## src/rtl/linebuffer_window9_pkg.sv

```systemverilog
// rtl/linebuffer_window9_pkg.sv - shared window geometry constants and element indexing
package lb_pkg;

    localparam int PIX_W     = 7;
    localparam int K         = 9;
    localparam int WIN_ELEMS = K * K;
    localparam int WIN_W     = WIN_ELEMS * PIX_W;

    // Flat element index of window row r (0 = oldest) and column c (0 = oldest).
    function automatic int win_index(input int r, input int c);
        return r * K + c;
    endfunction

endpackage

```

## src/rtl/linebuffer_window9_if.sv

```systemverilog
// rtl/linebuffer_window9_if.sv - pixel stream in, flat window out
interface linebuffer_window9_if #(
    parameter int IMG_WIDTH  = 28,
    parameter int IMG_HEIGHT = 28
) ();
    import lb_pkg::*;

    localparam int COL_W = $clog2(IMG_WIDTH);
    localparam int ROW_W = $clog2(IMG_HEIGHT);

    logic [PIX_W-1:0] pix_in;
    logic             pix_valid;
    logic             sof;
    logic [WIN_W-1:0] win_out;
    logic             win_valid;
    logic [ROW_W-1:0] win_row;
    logic [COL_W-1:0] win_col;
    logic             eof;

    // Pixel source / window consumer side.
    modport master (
        output pix_in, pix_valid, sof,
        input  win_out, win_valid, win_row, win_col, eof
    );

    // Line buffer side.
    modport slave (
        input  pix_in, pix_valid, sof,
        output win_out, win_valid, win_row, win_col, eof
    );
endinterface

```

## src/rtl/linebuffer_window9_line_delay.sv

```systemverilog
// rtl/linebuffer_window9_line_delay.sv - enable-gated circular-RAM delay of DEPTH accepted samples
module line_delay #(
    parameter int DEPTH = 28,
    parameter int W     = 7
) (
    input  logic         clk,
    input  logic         rst_n,
    input  logic         en,
    input  logic [W-1:0] din,
    output logic [W-1:0] dout
);
    localparam int PTR_W = $clog2(DEPTH);

    logic [W-1:0]     mem [DEPTH];
    logic [PTR_W-1:0] ptr_q;
    logic [PTR_W-1:0] ptr_d;

    // Slot at the pointer holds the sample written DEPTH accepts ago; it is read before being overwritten.
    assign dout = mem[ptr_q];

    // Advance the circular pointer on each accepted sample.
    always_comb begin
        ptr_d = ptr_q;
        if (en) begin
            ptr_d = (ptr_q == PTR_W'(DEPTH - 1)) ? '0 : ptr_q + 1'b1;
        end
    end

    // Pointer register.
    always_ff @(posedge clk or negedge rst_n) begin
        if (!rst_n) begin
            ptr_q <= '0;
        end else begin
            ptr_q <= ptr_d;
        end
    end

    // Storage is left unreset; downstream validity gating hides stale contents.
    always_ff @(posedge clk) begin
        if (en) begin
            mem[ptr_q] <= din;
        end
    end
endmodule

```

## src/rtl/linebuffer_window9.sv

```systemverilog
// rtl/linebuffer_window9.sv - 8-row line buffer feeding a 9x9 sliding pixel window
module linebuffer_window9
    import lb_pkg::*;
#(
    parameter int IMG_WIDTH  = 28,
    parameter int IMG_HEIGHT = 28
) (
    input  logic                 clk,
    input  logic                 rst_n,
    linebuffer_window9_if.slave  bus
);
    localparam int COL_W = $clog2(IMG_WIDTH);
    localparam int ROW_W = $clog2(IMG_HEIGHT);

    logic [COL_W-1:0] col_cnt_q, col_cnt_d, cur_col;
    logic [ROW_W-1:0] row_cnt_q, row_cnt_d, cur_row;
    logic             win_valid_q, win_valid_d;
    logic             eof_q, eof_d;
    logic [ROW_W-1:0] win_row_q, win_row_d;
    logic [COL_W-1:0] win_col_q, win_col_d;
    logic [PIX_W-1:0] win_q [K][K];
    logic [PIX_W-1:0] win_d [K][K];
    logic [PIX_W-1:0] tap   [K];
    logic [WIN_W-1:0] win_flat;

    // Tap K-1 is the live pixel; each delay line pushes a row further into the past.
    assign tap[K-1] = bus.pix_in;

    for (genvar j = 0; j < K - 1; j++) begin : g_rows
        line_delay #(.DEPTH(IMG_WIDTH), .W(PIX_W)) u_line (
            .clk  (clk),
            .rst_n(rst_n),
            .en   (bus.pix_valid),
            .din  (tap[j+1]),
            .dout (tap[j])
        );
    end

    // Position tracking, window validity and the registered output strobes.
    always_comb begin
        cur_col     = bus.sof ? '0 : col_cnt_q;
        cur_row     = bus.sof ? '0 : row_cnt_q;
        col_cnt_d   = col_cnt_q;
        row_cnt_d   = row_cnt_q;
        win_row_d   = win_row_q;
        win_col_d   = win_col_q;
        win_valid_d = 1'b0;
        eof_d       = 1'b0;
        if (bus.pix_valid) begin
            if (cur_col == COL_W'(IMG_WIDTH - 1)) begin
                col_cnt_d = '0;
                row_cnt_d = (cur_row == ROW_W'(IMG_HEIGHT - 1)) ? '0 : cur_row + 1'b1;
            end else begin
                col_cnt_d = cur_col + 1'b1;
                row_cnt_d = cur_row;
            end
            // col >= K-1 keeps every window inside the current rows, so no row-wrap straddling.
            if (cur_row >= ROW_W'(K - 1) && cur_col >= COL_W'(K - 1)) begin
                win_valid_d = 1'b1;
                win_row_d   = cur_row - ROW_W'(K - 1);
                win_col_d   = cur_col - COL_W'(K - 1);
            end
            eof_d = (cur_row == ROW_W'(IMG_HEIGHT - 1)) && (cur_col == COL_W'(IMG_WIDTH - 1));
        end
    end

    // Shift every window row left and load the newest column from the row taps.
    always_comb begin
        win_d = win_q;
        if (bus.pix_valid) begin
            for (int r = 0; r < K; r++) begin
                for (int c = 0; c < K - 1; c++) begin
                    win_d[r][c] = win_q[r][c+1];
                end
                win_d[r][K-1] = tap[r];
            end
        end
    end

    // Counter, strobe and window state registers.
    always_ff @(posedge clk or negedge rst_n) begin
        if (!rst_n) begin
            col_cnt_q   <= '0;
            row_cnt_q   <= '0;
            win_valid_q <= 1'b0;
            eof_q       <= 1'b0;
            win_row_q   <= '0;
            win_col_q   <= '0;
            for (int r = 0; r < K; r++) begin
                for (int c = 0; c < K; c++) begin
                    win_q[r][c] <= '0;
                end
            end
        end else begin
            col_cnt_q   <= col_cnt_d;
            row_cnt_q   <= row_cnt_d;
            win_valid_q <= win_valid_d;
            eof_q       <= eof_d;
            win_row_q   <= win_row_d;
            win_col_q   <= win_col_d;
            win_q       <= win_d;
        end
    end

    // Flatten the window registers into the packed output vector.
    always_comb begin
        win_flat = '0;
        for (int r = 0; r < K; r++) begin
            for (int c = 0; c < K; c++) begin
                win_flat[win_index(r, c)*PIX_W +: PIX_W] = win_q[r][c];
            end
        end
    end

    assign bus.win_out   = win_flat;
    assign bus.win_valid = win_valid_q;
    assign bus.win_row   = win_row_q;
    assign bus.win_col   = win_col_q;
    assign bus.eof       = eof_q;
endmodule

```

## src/flat_wrapper.sv

```systemverilog
// flat-port wrapper written by rule: the top's interface ports become plain ports
module linebuffer_window9_flat import lb_pkg::*;
#(
    parameter int IMG_WIDTH  = 28,
    parameter int IMG_HEIGHT = 28
)
  (clk, rst_n, bus_pix_in, bus_pix_valid, bus_sof, bus_win_out, bus_win_valid, bus_win_row, bus_win_col, bus_eof);
  linebuffer_window9_if #(.IMG_WIDTH(IMG_WIDTH), .IMG_HEIGHT(IMG_HEIGHT)) bus_i ();
  input  logic clk;
  input  logic rst_n;
  input wire logic [$bits(bus_i.pix_in)-1:0] bus_pix_in;
  input wire logic [$bits(bus_i.pix_valid)-1:0] bus_pix_valid;
  input wire logic [$bits(bus_i.sof)-1:0] bus_sof;
  output wire logic [$bits(bus_i.win_out)-1:0] bus_win_out;
  output wire logic [$bits(bus_i.win_valid)-1:0] bus_win_valid;
  output wire logic [$bits(bus_i.win_row)-1:0] bus_win_row;
  output wire logic [$bits(bus_i.win_col)-1:0] bus_win_col;
  output wire logic [$bits(bus_i.eof)-1:0] bus_eof;
  assign bus_i.pix_in = bus_pix_in;
  assign bus_i.pix_valid = bus_pix_valid;
  assign bus_i.sof = bus_sof;
  assign bus_win_out = bus_i.win_out;
  assign bus_win_valid = bus_i.win_valid;
  assign bus_win_row = bus_i.win_row;
  assign bus_win_col = bus_i.win_col;
  assign bus_eof = bus_i.eof;
  linebuffer_window9 #(.IMG_WIDTH(IMG_WIDTH), .IMG_HEIGHT(IMG_HEIGHT)) u_core (.clk(clk), .rst_n(rst_n), .bus(bus_i));
endmodule
```

## config.mk

```make
export PLATFORM = sky130hd
export DESIGN_NAME = linebuffer_window9_flat
export DESIGN_NICKNAME = d
export VERILOG_FILES = /design/src/rtl/linebuffer_window9_pkg.sv /design/src/rtl/linebuffer_window9_if.sv /design/src/rtl/linebuffer_window9_line_delay.sv /design/src/rtl/linebuffer_window9.sv /design/src/flat_wrapper.sv
export SDC_FILE = /design/constraint.sdc
export NUM_CORES = 2
export LEC_CHECK = 0
export BUFFER_PORTS_ARGS = -buffer_cell sky130_fd_sc_hd__buf_2
export CORE_AREA = 2 2 643 453
export CTS_CLUSTER_DIAMETER = 80
export DETAILED_ROUTE_END_ITERATION = 16
export DIE_AREA = 0 0 645 455
export GPL_ROUTABILITY_DRIVEN = 0
export PLACE_DENSITY_LB_ADDON = 0.2
export SLEW_MARGIN = 20
export SYNTH_ARGS = -nofsm -noshare
export SYNTH_HDL_FRONTEND = slang
export SYNTH_SLANG_ARGS = --single-unit
```

## constraint.sdc

```tcl
create_clock -name clk -period 6.2 [get_ports clk]
set_input_delay 0.31 -clock clk [delete_from_list [all_inputs] [get_ports clk]]
set_output_delay 0.31 -clock clk [all_outputs]
set_load 0.005 [all_outputs]
```

==> impl_results.md <==
- Status: completed
- Die area: 0.2935 mm²
- Row cnt: 165
- CTS Sinks: 2197
- Nature of the critical path endpoint: flop
- Critical Path Fanout Max: 57
- Post-synth top area share: 54.85%
- Worst Path Class, Setup: flop to flop
- Yosys warns: 0
- Minimum clock period: 3864 ps
- Layout Cells excl Fill: 9619
- Most common cell in the netlist: edfxtp_1
- CP Launch Type: flop
- Pleak: 36.04 nW
- CTS tree: built
- Synth Flop Type: edfxtp_1
- Endpoints failing setup: 0
- Syn avg cell area: 17.34 µm²
- Cells after DPL: 9191
- Critical Path AT: 4390 ps
- Number of antenna-violating nets in the routed design: 0
- Initial antenna violation count: 6
- Critical Path Max Stage Delay: 1050 ps
- Starting density of the core: 29.87%
- Vias in the first global route: 45570
- Clk buf depth: 4
- Crit path required time: 6730 ps
- WHS: 85.82 ps
- Largest cells by area after synthesis: edfxtp_1 (55%), dfrtp_1 (18%), mux2_2 (7.6%)
- Post-synthesis register bit count: 2197
- Core area: 0.2874 mm²
- Ys async rst share: 28.63%
- Hold Fails Final Rpt: 0
- Largest net degree at the start of global routing: 136
- Drt first pass iters: 5
- Post-synth cell types: 66
- Crit path max-delay family: simple AND/OR/NAND/NOR gates
- Final period util: 62.32%
- Clock skew: 56.83 ps
- Die width: 645 µm
- Worst hold path class: input pin to async pin
- Proportion of layout cells with a drive suffix above 1: 30.85%
- Unrepaired setup endpoints after global routing: no
- Layout fillers: 27360
- H-tree depth: 4
- Detailed Route Iter0 Violations: 3932
- CTS buffer count: 226
- Slew at the pin closest to its max-slew limit: 1112 ps
- Sequential fraction of the synthesis area: 73.18%
- Total vias in the final route: 45840
- Ports: 590
- PD cells: 509.0 mW/mm²
- First-pass GRT wire length: 319.4 mm
- Fin nets: 5637
- Slew Viols, Final: 0
- Post-synth top cells: edfxtp_1 (1568), dfrtp_1 (629), mux2_2 (577)
- Max cap viols: 0
- Post-synth EDFFs: 1568
- Aggregate routed wire length: 218.8 mm
- Clock Latency Late Sink: 890 ps
- Synth Net Count: 4999
- CP cell instances: buf_4 > mux2_2 > o21ai_0 > nor4b_1 > or3_1
- Post-Syn Area: 0.08585 mm²
- HPWL after DPL: 141.2 mm
- DRC Markers: 0
- Worst path depth: 5
- Layout Area Growth over Synthesis: 17.06%
- DIE HEIGHT: 455 µm
- WL/cell: 22.74 µm
- CP max stage cell: dfrtp_4
- Root Driver: clkbuf_16
- Overflow after GRT: 0
- Synth area leader: edfxtp_1
- # resized after CTS: 0
- Clk pin slew, worst setup/hold paths: 60 ps
- Port buffer count: 589
- All-Layer GR Usage: 14.47%
- Setup tns final: 0 ps
- Relative max-transition margin: 25.67%
- Synthesized instance count: 4950
- Max VDD drop: 0.4039 mV
- R2R cell count: 5
- Avg Vias per Cell: 4.766
- Fmax: 0.2588 GHz
- Critical path buffers and inverters: 1
-- logic make-up (layout without fill, tap and decap cells) --
group | after synthesis | in the layout | share of synthesized area [%]
AO/OA/AOI/OAI | 429 | 429 | 3.300
XOR/XNOR | 10 | 10 | 0.1020
adder cells (fa/ha/maj) | 38 | 38 | 0.5538
buffers and inverters | 315 | 1141 | 1.648
flip-flops | 2197 | 2197 | 73.18
multiplexers | 1200 | 1200 | 17.02
other | 0 | 2 | 0
AND/OR/NAND/NOR | 761 | 761 | 4.199
-- where the power goes --
part	total [mW]	internal, mW	switching, mW
Clock	13.4	7.63	5.82
Combinational	13.8	5.05	8.72
Sequential	23.9	21.4	2.54
-- layer usage --
layer | up-vias | global-route usage [%] | wire length (µm)
met2 | 1136 | 20.63 | 93150
li1 | 20470 | - | -
met3 | 317 | 3.037 | 12870
met1 | 23920 | 22.08 | 107100
met4 | 0 | 4.024 | 5658
met5 | - | 0 | 0
-- metrics by stage --
step | utilization, % | cell area [µm²] | setup WS, ps | power (mW)
finish | 34.97 | 100500 | 2336 | 51.15
global route | 34.97 | 100500 | 2180 | 53.84
CTS | 34.94 | 100400 | 2050 | 51.93
detailed placement | 32.40 | 93110 | 2084 | 38.31
global placement | 32.40 | 93100 | 2165 | 38.03
floorplan | - | 85850 | 3599 | 30.70
-- worst reg2reg max path, delay by kind of cell (launching register included) --
| kind | cells | cell delay (ps) |
|---|---|---|
| buf+inv | 1 | 690 |
| mux | 1 | 280 |
| flops | 1 | 1050 |
| compound gates | 1 | 70 |
| simple gates | 2 | 1390 |
-- cells in the final DEF (no fill, tap or decap), types with 73 or more instances in the layout --
cell type,count
nor2_1,275
mux2i_1,475
mux2_2,577
clkbuf_16,227
o22ai_1,124
edfxtp_1,1568
nand3_1,73
buf_4,81
mux4_2,136
dfrtp_1,617
nand2_1,160
buf_2,587
-- repair_timing --
item | 4_1_cts | 5_1_grt
setup buffers | 0 | 0
hold buffers | 10 | 0
setup endpoints to repair | 0 | 0
endpoints found under the hold margin | 302 | 0
-- state kept, by name, indices dropped and copies added (netlist names) --
register,flops
u_core.bus.win_valid,1
u_core.row_cnt_q,5
u_core.bus.win_col,5
u_core.col_cnt_q,5
u_core.bus.eof,1
u_core.g_rows.u_line.mem,1568
u_core.bus.win_out,567
u_core.bus.win_row,5
u_core.g_rows.u_line.ptr_q,40
-- worst paths after layout --
path                                                              start                                      endpoint  slack (ps)
min in group clk                                                bus_sof               u_core.col_cnt_q[4]$_DFFE_PN0P_         360
max in group asynchronous                                         rst_n  u_core.g_rows[1].u_line.ptr_q[0]$_DFFE_PN0P_        4720
min reg2reg                           u_core.bus.win_col[4]$_DFFE_PN0P_             u_core.bus.win_col[4]$_DFFE_PN0P_         480
min                                                               rst_n           u_core.bus.win_out[450]$_DFFE_PN0P_          90
max                        u_core.g_rows[3].u_line.ptr_q[1]$_DFFE_PN0P_   u_core.g_rows[2].u_line.mem[3][6]$_DFFE_PP_        2340
max reg2reg                u_core.g_rows[3].u_line.ptr_q[1]$_DFFE_PN0P_   u_core.g_rows[2].u_line.mem[3][6]$_DFFE_PP_        2340
-- final cells by class --
cell class | instances | area (µm²) | area share (%)
well taps | 3841 | 4806 | 4.782
multi-input cells | 2438 | 21710 | 21.60
repair buffers | 685 | 3767 | 3.749
flip-flops and latches | 2197 | 62860 | 62.55
clock buffers | 279 | 5976 | 5.946
diodes | 2 | 5.005 | 0.004980
inverters | 40 | 150.1 | 0.1494
clock inverters | 137 | 1225 | 1.219
Note: power is estimated with default switching activity, not from simulation.
